$ cat config.mk
export PLATFORM = sky130hd
export DESIGN_NAME = ahb_lite_sram_slave
export DESIGN_NICKNAME = d
export VERILOG_FILES = /design/src/rtl/ahb_sram_pkg.sv /design/src/rtl/ahb_sram_addr_chk.sv /design/src/rtl/ahb_lite_sram_slave.sv
export SDC_FILE = /design/constraint.sdc
export NUM_CORES = 1
export LEC_CHECK = 0
export BUFFER_PORTS_ARGS = -buffer_cell sky130_fd_sc_hd__buf_2
export CORE_AREA = 4 4 84 86
export DETAILED_ROUTE_END_ITERATION = 12
export DIE_AREA = 0 0 88 90
export PLACE_DENSITY = 0.79
export SETUP_SLACK_MARGIN = 0.2
export SLEW_MARGIN = 0
export SYNTH_ARGS = -nofsm -noshare
export SYNTH_HDL_FRONTEND = slang
export SYNTH_SLANG_ARGS = --single-unit
$ cat constraint.sdc
create_clock -name hclk -period 1.88 [get_ports hclk]
set_input_delay 0.094 -clock hclk [delete_from_list [all_inputs] [get_ports hclk]]
set_output_delay 0.094 -clock hclk [all_outputs]
set_load 0.02 [all_outputs]
$ cat src/rtl/ahb_sram_pkg.sv
// Shared types and helpers for the AHB-Lite SRAM slave: bus encodings,
// FSM state encoding, response codes and the byte-lane decode function.
package ahb_sram_pkg;

  typedef enum logic [1:0] {
    HTRANS_IDLE   = 2'd0,
    HTRANS_BUSY   = 2'd1,
    HTRANS_NONSEQ = 2'd2,
    HTRANS_SEQ    = 2'd3
  } htrans_e;

  typedef enum logic [2:0] {
    HSIZE_BYTE  = 3'd0,
    HSIZE_HALF  = 3'd1,
    HSIZE_WORD  = 3'd2,
    HSIZE_DWORD = 3'd3,
    HSIZE_4W    = 3'd4,
    HSIZE_8W    = 3'd5,
    HSIZE_16W   = 3'd6,
    HSIZE_32W   = 3'd7
  } hsize_e;

  typedef enum logic [2:0] {
    ST_IDLE    = 3'd0,
    ST_WAIT    = 3'd1,
    ST_WR      = 3'd2,
    ST_RD_REQ  = 3'd3,
    ST_RD_DATA = 3'd4,
    ST_ERR1    = 3'd5,
    ST_ERR2    = 3'd6
  } sram_state_e;

  localparam logic HRESP_OKAY  = 1'b0;
  localparam logic HRESP_ERROR = 1'b1;

  // Widest supported bus is 64 bits, so byte enables are computed over 8 lanes
  // and narrower buses take the low lanes.
  localparam int MAX_LANES = 8;

  // Little-endian byte enables: lanes addr_lo .. addr_lo + 2^hsize - 1.
  function automatic logic [MAX_LANES-1:0] calc_be(input logic [2:0] addr_lo,
                                                   input hsize_e     hsize);
    logic [MAX_LANES-1:0] be;
    int lo;
    int n;
    be = '0;
    lo = int'(addr_lo);
    n  = 1 << int'(hsize);
    for (int i = 0; i < MAX_LANES; i++) begin
      be[i] = (i >= lo) && (i < lo + n);
    end
    return be;
  endfunction

endpackage

$ cat src/rtl/ahb_sram_addr_chk.sv
// Address-phase decode for the SRAM slave: flags out-of-range, oversize and
// misaligned transfers, and produces byte enables and the SRAM word address.
module ahb_sram_addr_chk
  import ahb_sram_pkg::*;
#(
  parameter int ADDR_WIDTH = 32,
  parameter int DATA_WIDTH = 32,
  parameter int MEM_DEPTH  = 1024
) (
  input  logic [ADDR_WIDTH-1:0]        haddr,
  input  logic [2:0]                   hsize,
  output logic                         err,
  output logic [DATA_WIDTH/8-1:0]      be,
  output logic [$clog2(MEM_DEPTH)-1:0] word_addr
);

  localparam int LANES     = DATA_WIDTH / 8;
  localparam int LANE_BITS = $clog2(LANES);
  localparam int WORD_BITS = $clog2(MEM_DEPTH);
  localparam longint unsigned SPAN = longint'(MEM_DEPTH) * longint'(LANES);

  logic [2:0] addr_lo;
  logic [7:0] size_mask;
  logic       err_range;
  logic       err_size;
  logic       err_align;

  // Combinational legality check and lane/word decode of the current address phase.
  always_comb begin
    // NOTE: every output gets a value on every path through always_comb, so no latch is inferred.
    addr_lo   = 3'(haddr[LANE_BITS-1:0]);
    size_mask = (8'd1 << hsize) - 8'd1;
    err_range = 64'(haddr) >= SPAN;
    err_size  = hsize > 3'(LANE_BITS);
    err_align = |({5'b0, addr_lo} & size_mask);
    err       = err_range | err_size | err_align;
    be        = LANES'(calc_be(addr_lo, hsize_e'(hsize)));
    word_addr = haddr[LANE_BITS +: WORD_BITS];
  end

endmodule

$ cat src/rtl/ahb_lite_sram_slave.sv
// AHB-Lite slave fronting a single-port synchronous SRAM macro.
// Configurable width/depth/wait states, byte-lane writes, two-cycle ERROR on
// illegal transfers. Define AHB_SRAM_PARITY_EN to add per-byte even parity
// ports and convert read parity mismatches into an ERROR response.
module ahb_lite_sram_slave
  import ahb_sram_pkg::*;
#(
  parameter int ADDR_WIDTH  = 32,
  parameter int DATA_WIDTH  = 32,
  parameter int MEM_DEPTH   = 1024,
  parameter int WAIT_STATES = 0
) (
  input  logic                         hclk,
  input  logic                         hresetn,
  input  logic                         hsel,
  input  logic [ADDR_WIDTH-1:0]        haddr,
  input  logic [1:0]                   htrans,
  input  logic [2:0]                   hsize,
  input  logic [2:0]                   hburst,
  input  logic                         hwrite,
  input  logic [DATA_WIDTH-1:0]        hwdata,
  input  logic                         hready,
  output logic                         hreadyout,
  output logic                         hresp,
  output logic [DATA_WIDTH-1:0]        hrdata,
  output logic                         sram_cs,
  output logic                         sram_we,
  output logic [DATA_WIDTH/8-1:0]      sram_be,
  output logic [$clog2(MEM_DEPTH)-1:0] sram_addr,
  output logic [DATA_WIDTH-1:0]        sram_wdata,
  input  logic [DATA_WIDTH-1:0]        sram_rdata
`ifdef AHB_SRAM_PARITY_EN
  ,
  output logic [DATA_WIDTH/8-1:0]      sram_wpar,
  input  logic [DATA_WIDTH/8-1:0]      sram_rpar
`endif
);

  localparam int LANES     = DATA_WIDTH / 8;
  localparam int WORD_BITS = $clog2(MEM_DEPTH);
  localparam logic [1:0] WAIT_LOAD = (WAIT_STATES > 0) ? 2'(WAIT_STATES - 1) : 2'd0;

  sram_state_e          state_q, state_d, start_state;
  logic [1:0]           wait_cnt_q;
  logic [WORD_BITS-1:0] addr_q;
  logic [LANES-1:0]     be_q;
  logic                 write_q;
  logic [DATA_WIDTH-1:0] hrdata_q;

  logic                 chk_err;
  logic [LANES-1:0]     chk_be;
  logic [WORD_BITS-1:0] chk_addr;
  logic                 addr_valid;
  logic                 ready_state;
  logic                 accept;
  logic                 par_err;

  // hburst is carried on the bus for debug visibility only.
  logic unused_hburst;
  assign unused_hburst = ^hburst;

  ahb_sram_addr_chk #(
    .ADDR_WIDTH (ADDR_WIDTH),
    .DATA_WIDTH (DATA_WIDTH),
    .MEM_DEPTH  (MEM_DEPTH)
  ) u_addr_chk (
    .haddr     (haddr),
    .hsize     (hsize),
    .err       (chk_err),
    .be        (chk_be),
    .word_addr (chk_addr)
  );

  assign addr_valid = hsel && hready &&
                      (htrans_e'(htrans) == HTRANS_NONSEQ || htrans_e'(htrans) == HTRANS_SEQ);

  // Acceptance is only possible while this slave drives hreadyout high.
  always_comb begin
    ready_state = 1'b0;
    case (state_q)
      ST_IDLE, ST_WR, ST_ERR2: ready_state = 1'b1;
      ST_RD_DATA:              ready_state = !par_err;
      default:                 ready_state = 1'b0;
    endcase
  end

  assign accept = addr_valid && ready_state;

  // First data-phase state for a newly accepted transfer.
  always_comb begin
    if (chk_err)               start_state = ST_ERR1;
    else if (WAIT_STATES > 0)  start_state = ST_WAIT;
    else if (hwrite)           start_state = ST_WR;
    else                       start_state = ST_RD_REQ;
  end

  // FSM state register.
  always_ff @(posedge hclk or negedge hresetn) begin
    // NOTE: non-blocking (<=) in clocked blocks so every flop samples pre-edge values.
    if (!hresetn) state_q <= ST_IDLE;
    else          state_q <= state_d;
  end

  // FSM next-state logic.
  always_comb begin
    state_d = state_q;
    case (state_q)
      ST_IDLE, ST_WR, ST_ERR2: state_d = accept ? start_state : ST_IDLE;
      ST_RD_DATA:              state_d = par_err ? ST_ERR2 : (accept ? start_state : ST_IDLE);
      ST_WAIT:                 if (wait_cnt_q == 2'd0) state_d = write_q ? ST_WR : ST_RD_REQ;
      ST_RD_REQ:               state_d = ST_RD_DATA;
      ST_ERR1:                 state_d = ST_ERR2;
      default:                 state_d = ST_IDLE;
    endcase
  end

  // Address-phase capture, wait-state countdown and read-data holding register.
  always_ff @(posedge hclk or negedge hresetn) begin
    if (!hresetn) begin
      addr_q     <= '0;
      be_q       <= '0;
      write_q    <= 1'b0;
      wait_cnt_q <= 2'd0;
      hrdata_q   <= '0;
    end else begin
      if (accept) begin
        addr_q     <= chk_addr;
        be_q       <= chk_be;
        write_q    <= hwrite;
        wait_cnt_q <= WAIT_LOAD;
      end else if (state_q == ST_WAIT && wait_cnt_q != 2'd0) begin
        wait_cnt_q <= wait_cnt_q - 2'd1;
      end
      if (state_q == ST_RD_DATA) hrdata_q <= sram_rdata;
    end
  end

  // FSM outputs: bus handshake and SRAM strobes per state.
  always_comb begin
    hreadyout  = 1'b1;
    hresp      = HRESP_OKAY;
    hrdata     = hrdata_q;
    sram_cs    = 1'b0;
    sram_we    = 1'b0;
    sram_be    = '0;
    sram_addr  = addr_q;
    sram_wdata = '0;
    case (state_q)
      ST_WAIT: hreadyout = 1'b0;
      ST_WR: begin
        sram_cs    = 1'b1;
        sram_we    = 1'b1;
        sram_be    = be_q;
        sram_wdata = hwdata;
      end
      ST_RD_REQ: begin
        sram_cs   = 1'b1;
        sram_be   = be_q;
        hreadyout = 1'b0;
      end
      ST_RD_DATA: begin
        hrdata = sram_rdata;
        if (par_err) begin
          hreadyout = 1'b0;
          hresp     = HRESP_ERROR;
        end
      end
      ST_ERR1: begin
        hreadyout = 1'b0;
        hresp     = HRESP_ERROR;
      end
      ST_ERR2: hresp = HRESP_ERROR;
      default: ;
    endcase
  end

`ifdef AHB_SRAM_PARITY_EN
  // Even parity per byte on writes; flag any enabled-lane mismatch on read data.
  always_comb begin
    sram_wpar = '0;
    par_err   = 1'b0;
    for (int i = 0; i < LANES; i++) begin
      sram_wpar[i] = ^sram_wdata[8*i +: 8];
      if (state_q == ST_RD_DATA && be_q[i] && (sram_rpar[i] != ^sram_rdata[8*i +: 8]))
        par_err = 1'b1;
    end
  end
`else
  assign par_err = 1'b0;
`endif

endmodule

==> results by group, run 1 <==
Clock tree
  • Clk slew on worst S/H paths: 0.11 ns
  • CTS sink count: 52
  • Clock buffer depth: 2
  • Htree depth: 2
  • Worst skew pair latency: 0.31 ns
  • Clock tree root driver cell: clkbuf_8
  • CTS tree: yes
  • Num CTS Buffers: 5

Pwr
  • Pleak: 2.501 nW
  • Int Pwr: 5.011 mW
  • Clock power frac: 0.080
  • Sequential Power Share: 0.232
  • Peak VDD IR: 1377 uV
  • Switching fraction of total power: 0.3850
  • Psw: 3.137 mW
  • Logic gate share of total power: 0.689
  • Pwr/cell area: 1703 nW/um^2

Timing
  • Worst hold slack: 0.03210 ns
  • Min Tclk post-route: 1.881 ns
  • Slew @ Worst Pin: 0.6034 ns
  • Clock Skews: 0.01347 ns
  • Slew margin rel.: 0.5977
  • Final Max Slew Viols: 0
  • RSZ-0062 raised after global routing: true
  • Hold Vio Cnt, Final: 0
  • Setup ws final: -0.001312 ns
  • Finish-stage setup viols: 1
  • Final Cycle Share: 1.001
  • Achievable Freq: 531.5 MHz

Yosys
  • Unique masters post-synth: 35
  • Post-synth top area share: 0.5234
  • Syn_area_per_cell: 11.20 um^2
  • Synth async-reset ratio: 1.000
  • Top FF cell, synth: dfrtp_1
  • Post-Syn Nets: 336
  • Cell Area, Synth: 2486 um^2
  • Synth Instances: 222
  • Post-synthesis sequential area ratio: 0.5234
  • Count leader, synth: dfrtp_1
  • Post-synth top area cell: dfrtp_1
  • Number of flops mapped to enable cells by yosys: 0
  • Largest cells by area after synthesis: dfrtp_1, mux2_1, and2_1
  • Syn. warnings: 0
  • Synth top cells by count: dfrtp_1, nand2_1, and2_1
  • Seq cells post-synth: 52

Status
  • Failing checks: negative setup slack
  • Status: complete, but fails checks

Finish
  • # diodes: 0
  • Final net count: 574
  • Post-route insts no fill: 538
  • Final core occ: 0.7622
  • Share of cells above drive strength 1: 0.6790
  • Final instance area: 4785 um^2
  • P&R area growth vs syn: 92.45%

Floorplanning
  • Die width: 88 um
  • Initial Util: 0.3961
  • Number of placement rows: 29
  • Ports: 191
  • Die height: 90 um
  • Core area: 6277 um^2
  • Die area: 7920 um^2

GRT
  • Vias in the first global route: 2,562
  • GRT overflow: 0
  • Total track usage: 0.2111
  • Pin count of the biggest net entering global routing: 34
  • First-pass GRT wire length: 13,100 um
  • Initial antenna violation count: 0

Drt
  • Vias: 2,574
  • Routed WL: 9886 um
  • Routed wire per std cell: 18.38 um
  • Vias per Instance: 4.784
  • Initial DRC count: 40
  • DRC Markers: 0
  • Post-route ant nets: 0
  • Pre-antenna DRT Iters: 4

Place
  • Worst slack, placed: 0.1165 ns
  • DP Cell Count: 480
  • DP Wirelength: 5565 um
  • RD Place Congestion: 0.7939
  • Post-DP Area: 3535 um^2
  • # port buffers: 186

Setup path
  • Crit path max-delay cell type: dfrtp_1
  • Startpoint Class: flop
  • Data arrival, critical path: 1.79 ns
  • CP Cell Sequence: nor2b_2 > nor2b_4 > buf_6 > buf_16 > mux2_4 > buf_6
  • Critical Path RT: 1.79 ns
  • Worst Setup End Kind: primary output
  • WP buf/inv: 3
  • CP most frequent cell: buf_6
  • Max incr delay on CP: 0.43 ns
  • Delay-heaviest family, CP: flip-flops
  • Crit-path max FO: 8
  • Crit path kind: flop to primary output

Worst hold path
  • Hold WC Path Type: input port to flop

Job
  • Max_cap viols: 0
## worst register-to-register path, delay by kind of cell, from the launching register on
kind	cells	cell delay, ns
flip-flops	1	0.43
AND/OR/NAND/NOR	2	0.31
multiplexers	1	0.32
buffers and inverters	4	0.54
## flip-flops by register name, summed over array words and instances, names as in the netlist
signal / count
sram_addr: 10
hrdata_q: 32
wait_cnt_q: 2
be_q: 4
write_q: 1
state_q: 3
## cells in the final DEF (no fill, tap or decap), types with 2 or more instances in the layout
| cell type | instances |
|---|---|
| and2_1 | 4 |
| nand2b_1 | 2 |
| o21ai_1 | 2 |
| ha_1 | 4 |
| nor2_1 | 7 |
| mux2_4 | 32 |
| nor2b_4 | 2 |
| buf_4 | 31 |
| nor4_2 | 3 |
| clkbuf_16 | 3 |
| buf_6 | 68 |
| a21oi_1 | 4 |
| dlygate4sd3_1 | 12 |
| nor3b_1 | 2 |
| and2_4 | 32 |
| nor3_1 | 3 |
| buf_16 | 3 |
| dfrtp_1 | 51 |
| clkbuf_8 | 5 |
| inv_1 | 4 |
| nor4_1 | 2 |
| nand2_1 | 38 |
| buf_2 | 121 |
| buf_12 | 3 |
## metrics by stage
step | total power [mW] | setup TNS, ns
floorplan | 3.830 | 0
global placement | 4.854 | 0
detailed placement | 4.954 | 0
CTS | 7.140 | -0.07927
global route | 8.523 | -2.706
finish | 8.148 | -0.001312
## area by class of cell
type / instances / area, um^2
well taps: 77 / 96.34
clock inverters: 3 / 21.27
flip-flops and latches: 52 / 1303
inverters: 4 / 15.01
multi-input cells: 156 / 1339
fillers: 389 / 1493
repair buffers: 241 / 1942
clock buffers: 5 / 68.82
## final timing paths
check | startpoint | endpoint | slack, ns | depth (start not counted)
max in group asynchronous | hresetn | state_q[2] | 0.98 | 3
min in group asynchronous | hresetn | hrdata_q[10] | 0.32 | 2
max | state_q[1] | hrdata[11] | -0.001 | 6
max reg2reg | state_q[1] | hrdata_q[26] | 0.18 | 7
min reg2reg | sram_addr[3] | sram_addr[3] | 0.48 | 2
min | sram_rdata[30] | hrdata_q[30] | 0.03 | 2
## power groups by stage
stage | combinational (mW) | clock [mW] | sequential, mW
2_1_floorplan | 1.91 | 0 | 1.92
3_3_place_gp | 3.03 | 0 | 1.83
3_5_place_dp | 3.09 | 0 | 1.87
4_1_cts | 4.62 | 0.662 | 1.86
5_1_grt | 5.87 | 0.710 | 1.94
6_report | 5.61 | 0.651 | 1.89
## what timing repair did
item,4_1_cts,5_1_grt
endpoints found under the setup margin,65,65
pin swaps,0,31
hold buffers,12,0
setup buffers,18,13
endpoints found under the hold margin,35,0
resized for setup,105,103
cloned,3,4
## cells by family after synthesis
| kind of cell | count (synthesis) | share of synthesized area |
|---|---|---|
| xor gates and xnor gates | 1 | 0.003524 |
| buffers and inverters | 14 | 0.02667 |
| adders and majority gates | 5 | 0.02818 |
| DFF | 52 | 0.5234 |
| and+or+nand+nor | 104 | 0.2355 |
| AOI/OAI and AO/OA | 13 | 0.03322 |
| muxes | 33 | 0.1495 |
## metal layers
metal / up-vias / global-route usage / routed length, um
met3: 24 / 0.03473 / 562
met5: - / 0 / 0
li1: 1215 / - / -
met2: 105 / 0.3756 / 5340
met1: 1230 / 0.2569 / 3742
met4: 0 / 0.06138 / 240
Power figures use the tool's default switching activity.
==> run 2: changes to the inputs <==
CTS_CLUSTER_SIZE = 28   (was unset)
clock period = 2.2 ns   (was 1.88 ns; I/O delays follow)
==> run 2 against run 1 <==
  * The flow now finishes without violations
  * Critical path depth fell by 1
  * Wire length down 31%
  * Clock power down 16%
  * Largest power group unchanged
  * Design area fell by 23%
==> results by group, run 2 (synthesized netlist as in run 1, its figures left out) <==
Finish
  • Leading cell types in the layout, fill and taps excluded: buf_2, dfrtp_1, nand2_1
  • P&R area growth vs syn: 49.07%
  • Largest Register: hrdata_q
  • Share of cells above drive strength 1: 0.4929
  • # diodes: 0
  • Commonest non-fill, non-tap cell in the layout: buf_2
  • Largest register FFs: 32
  • Final net count: 533

Timing
  • Slew @ Worst Pin: 0.6581 ns
  • Achievable Freq: 514.2 MHz
  • Final Max Slew Viols: 0
  • Final Cycle Share: 0.8839
  • Slew margin rel.: 0.5613
  • Min Tclk post-route: 1.945 ns
  • Finish-stage setup viols: 0
  • RSZ-0062 raised after global routing: true
  • Hold Vio Cnt, Final: 0
  • Setup ws final: 0.2554 ns
  • Clock Skews: 0.005195 ns
  • Setup TNS: 0 ns

Drt
  • Post-route ant nets: 0
  • Routed wire per std cell: 13.78 um
  • Met1 Wirelength: 2874 um
  • Met2 routed WL: 3409 um
  • Vias: 2,230
  • Routed WL: 6851 um
  • Pre-antenna DRT Iters: 6
  • Uppermost layer routed: met4
  • Met3 WL: 516 um
  • DRC Markers: 0
  • Vias per Instance: 4.487
  • Initial DRC count: 65

GRT
  • Initial antenna violation count: 0
  • Total track usage: 0.1687
  • Vias in the first global route: 2,182
  • Pin count of the biggest net entering global routing: 34
  • First-pass GRT wire length: 10,710 um
  • GRT overflow: 0

Setup path
  • Startpoint Class: flop
  • Worst Setup End Kind: primary output
  • Worst Setup SP: state_q[1]
  • Critical Path RT: 2.09 ns
  • FF-to-FF Start: state_q[0]
  • Crit path kind: flop to primary output
  • Worst Reg-to-Reg Cells: 3
  • Data arrival, critical path: 1.83 ns
  • Reg2Reg Setup Slack: 0.52 ns
  • Crit-path max FO: 32
  • CP endpoint: hrdata[1]
  • Reg2reg end: state_q[1]

Place
  • Worst slack, placed: 0.3830 ns
  • # port buffers: 186
  • RD Place Congestion: 0.7687
  • DP Wirelength: 5562 um

Floorplanning
  • Ports: 191
  • Die height: 90 um
  • Number of placement rows: 29
  • Core area: 6277 um^2
  • Die area: 7920 um^2
  • Die width: 88 um
  • Initial Util: 0.3961

Clock tree
  • CTS tree: yes
  • CTS sink count: 52
  • Htree depth: 2
  • Clock tree root driver cell: clkbuf_8
  • Clk slew on worst S/H paths: 0.09 ns
  • Worst skew pair latency: 0.29 ns
  • Num CTS Buffers: 5
  • Clock buffer depth: 2

Pwr
  • Pwr/cell area: 1284 nW/um^2
  • Peak VDD IR: 705.8 uV
  • Pleak: 2.025 nW

Job
  • Max_cap viols: 0

Status
  • Status: complete, no violations

Worst hold path
  • Hold WC Path Type: input port to flop
run 2: cell count changes in the layout (fill, tap and decap cells not counted), sizes merged:
cell	before	now
buf	226	191
clkbuf	8	7
clkinv	1	0
dlygate4sd3	12	9
inv	5	4
run 2: what timing repair did:
action | 4_1_cts | 5_1_grt
cloned | 0 | 0
setup buffers | 1 | 0
hold endpoints to repair | 37 | 0
pin swaps | 0 | 0
resized for setup | 1 | 1
endpoints found under the setup margin | 37 | 63
hold buffers | 9 | 0
run 2: layout make-up:
cell class / instances / area, um^2
multi-input combinational: 156 / 1129
inverter: 4 / 15.01
clock inverter: 1 / 7.507
timing repair buffer: 200 / 1071
clock buffer: 7 / 86.33
tap: 77 / 96.34
fill: 567 / 2571
sequential: 52 / 1301
run 2: routing by layer:
metal  global-route usage  vias up
met5                    0        -
met4              0.03453        0
met3              0.03199        4
met2               0.2839       82
met1               0.2244     1015
li1                     -     1129
run 2: metrics by stage:
step / hold WS (ns) / std cells / instance area, um^2 / utilization / power (mW)
2_1_floorplan: -0.1856 / 222 / 2486 / - / 3.270
3_3_place_gp: 0.1726 / 479 / 3512 / 0.5595 / 4.141
3_5_place_dp: 0.1807 / 479 / 3512 / 0.5595 / 4.234
4_1_cts: 0.002709 / 497 / 3705 / 0.5902 / 4.816
5_1_grt: 0.01825 / 497 / 3706 / 0.5904 / 5.114
6_report: 0.01599 / 497 / 3706 / 0.5904 / 4.757
run 2: power by group:
| group | internal, mW | leakage (nW) | total, mW | switching (mW) |
|---|---|---|---|---|
| Combinational | 1.01 | 1.35 | 2.64 | 1.64 |
| Sequential | 1.40 | 0.629 | 1.57 | 0.164 |
| Clock | 0.256 | 0.0445 | 0.547 | 0.291 |
| Total | 2.67 | 2.03 | 4.76 | 2.09 |
run 2: critical path, stage by stage (launching register included):
cell and delay [ns]:
dfrtp_1 0.42, nor2b_1 0.16, nor2b_4 0.18, buf_12 0.21, mux2_1 0.38, buf_2 0.17
run 2: worst min path at each step:
stage,start,cells after the start,end
2_1_floorplan,hresetn,0,be_q[0]
3_3_place_gp,hresetn,1,hrdata_q[2]
3_5_place_dp,hresetn,1,hrdata_q[28]
4_1_cts,hwrite,3,write_q
5_1_grt,haddr[10],3,sram_addr[8]
6_report,haddr[10],3,sram_addr[8]
==> run 3: changes to the inputs <==
BUFFER_PORTS_ARGS = -buffer_cell sky130_fd_sc_hd__clkbuf_2   (was -buffer_cell sky130_fd_sc_hd__buf_2)
==> run 3 against run 2 <==
  * Worst hold slack worse by 0.00052 ns
  * Register-to-register slack hardly changed
  * Clock skew is 0.0019 ns higher
  * Utilization is 0.24 points higher
  * Largest cell class unchanged
  * Setup slack better by 0.018 ns
==> results by group, run 3 (synthesized netlist as in run 1, its figures left out) <==
Finish
  • Leading cell types in the layout, fill and taps excluded: clkbuf_2, dfrtp_1, nand2_1
  • # diodes: 0
  • Commonest non-fill, non-tap cell in the layout: clkbuf_2
  • P&R area growth vs syn: 49.67%
  • Final net count: 533
  • Largest register FFs: 32
  • Share of cells above drive strength 1: 0.5000
  • Largest Register: hrdata_q

GRT
  • Initial antenna violation count: 0
  • GR Util met2: 0.3003
  • Total track usage: 0.1751
  • GR Layer Usage met1: 0.2212
  • GRT overflow: 0
  • Vias in the first global route: 2,383
  • Global routing's busiest layer: met2
  • Pin count of the biggest net entering global routing: 53
  • GRT met3 Usage: 0.03748
  • First-pass GRT wire length: 11,180 um

Timing
  • Worst hold slack: 0.01547 ns
  • Setup TNS: 0 ns
  • Final Cycle Share: 0.8759
  • Clock Skews: 0.007092 ns
  • Hold Vio Cnt, Final: 0
  • Achievable Freq: 519.0 MHz
  • RSZ-0062 raised after global routing: true
  • Finish-stage setup viols: 0
  • Slew margin rel.: 0.5756
  • Slew @ Worst Pin: 0.6366 ns
  • Final Max Slew Viols: 0
  • Min Tclk post-route: 1.927 ns

Worst hold path
  • Worst Hold Path Cells: 3
  • Hold_sp: haddr[10]
  • Hold path endpoint: sram_addr[8]
  • Hold WC Path Type: input port to flop

Drt
  • Post-route ant nets: 0
  • Pre-antenna DRT Iters: 4
  • Routed wire per std cell: 14.24 um
  • Initial DRC count: 62
  • Routed WL: 7078 um
  • Vias per Instance: 4.608
  • DRC Markers: 0
  • Vias: 2,290

Pwr
  • Clock power frac: 0.114
  • Pwr/cell area: 1294 nW/um^2
  • Logic gate share of total power: 0.561
  • Psw: 2.128 mW
  • Sequential Power Share: 0.325
  • Switching fraction of total power: 0.4421
  • Int Pwr: 2.686 mW
  • Pleak: 2.028 nW
  • Peak VDD IR: 830.0 uV

Floorplanning
  • Ports: 191
  • Number of placement rows: 29
  • Die height: 90 um
  • Die width: 88 um
  • Initial Util: 0.3961
  • Die area: 7920 um^2
  • Core area: 6277 um^2

Setup path
  • Reg2Reg Setup Slack: 0.51 ns
  • Critical Path RT: 2.09 ns
  • FF-to-FF Start: state_q[0]
  • Crit-path max FO: 16
  • Reg2reg end: state_q[1]
  • Crit path kind: flop to primary output
  • Startpoint Class: flop
  • Data arrival, critical path: 1.82 ns
  • Worst Reg-to-Reg Cells: 3
  • Worst Setup End Kind: primary output

Clock tree
  • Worst skew pair latency: 0.30 ns
  • Clk slew on worst S/H paths: 0.09 ns
  • Clock tree root driver cell: clkbuf_8
  • Num CTS Buffers: 5
  • CTS tree: yes
  • Htree depth: 2
  • Clock buffer depth: 2
  • CTS sink count: 52

Job
  • Max_cap viols: 0

Place
  • # port buffers: 186
  • DP Wirelength: 5628 um
  • RD Place Congestion: 0.7790

Status
  • Status: complete, no violations
run 3: cell count changes in the layout (fill, tap and decap cells not counted):
cell | before | now
buf_2 | 186 | 0
clkbuf_2 | 0 | 186
dlygate4sd3_1 | 9 | 7
buf_4 | 4 | 5
clkbuf_16 | 0 | 1
nor2b_1 | 2 | 1
nor2b_2 | 0 | 1
run 3: layer usage:
layer / vias to the layer above / wire length, um
li1: 1133 / -
met1: 1055 / 2894
met2: 97 / 3582
met3: 5 / 544
met4: 0 / 57
met5: - / 0
run 3: critical path, cell delays in order (launching register included):
cell and delay, ns:
dfrtp_1 0.42, nor2b_2 0.14, nor2b_4 0.22, clkbuf_16 0.21
mux2_1 0.37, clkbuf_2 0.17
run 3: per-stage QoR:
stage / instance area (um^2) / power [mW] / worst slack [ns] / utilization / cells
after CTS: 3675 / 4.821 / 0.2500 / 0.5854 / 494
final: 3721 / 4.814 / 0.2731 / 0.5928 / 497
after global routing: 3721 / 5.173 / 0.1645 / 0.5928 / 497
after detailed placement: 3512 / 4.244 / 0.3639 / 0.5595 / 479
after floorplan: 2486 / 3.270 / 0.4939 / - / 222
after global placement: 3512 / 4.152 / 0.4433 / 0.5595 / 479
run 3: area by class of cell:
class / count / area (um^2)
inverter: 4 / 15.01
multi-input combinational: 156 / 1131
timing repair buffer: 200 / 1084
clock buffer: 7 / 86.33
fill: 549 / 2556
tap: 77 / 96.34
sequential: 52 / 1301
clock inverter: 1 / 7.507
run 3: power groups by stage:
stage	logic, mW	registers, mW	clock network, mW
after floorplan	1.63	1.64	0
after global placement	2.59	1.56	0
after detailed placement	2.65	1.59	0
after CTS	2.68	1.57	0.576
after global routing	2.93	1.63	0.619
final	2.70	1.56	0.550
run 3: worst max-delay path by stage:
stage | endpoint | cells past startpoint | slack (ns) | startpoint
CTS | hrdata[22] | 5 | 0.25 | state_q[1]
finish | hrdata[5] | 5 | 0.27 | state_q[1]
detailed placement | state_q[1] | 8 | 0.36 | hsize[2]
global placement | state_q[1] | 8 | 0.44 | hsize[2]
global route | hrdata[5] | 5 | 0.16 | state_q[1]
floorplan | sram_wdata[22] | 4 | 0.49 | state_q[2]
run 3: timing repair:
item | CTS | global route
endpoints found under the hold margin | 57 | 1
resized for setup | 1 | 2
gates cloned | 0 | 1
endpoints found under the setup margin | 32 | 64
setup buffers | 1 | 1
hold buffers | 6 | 1
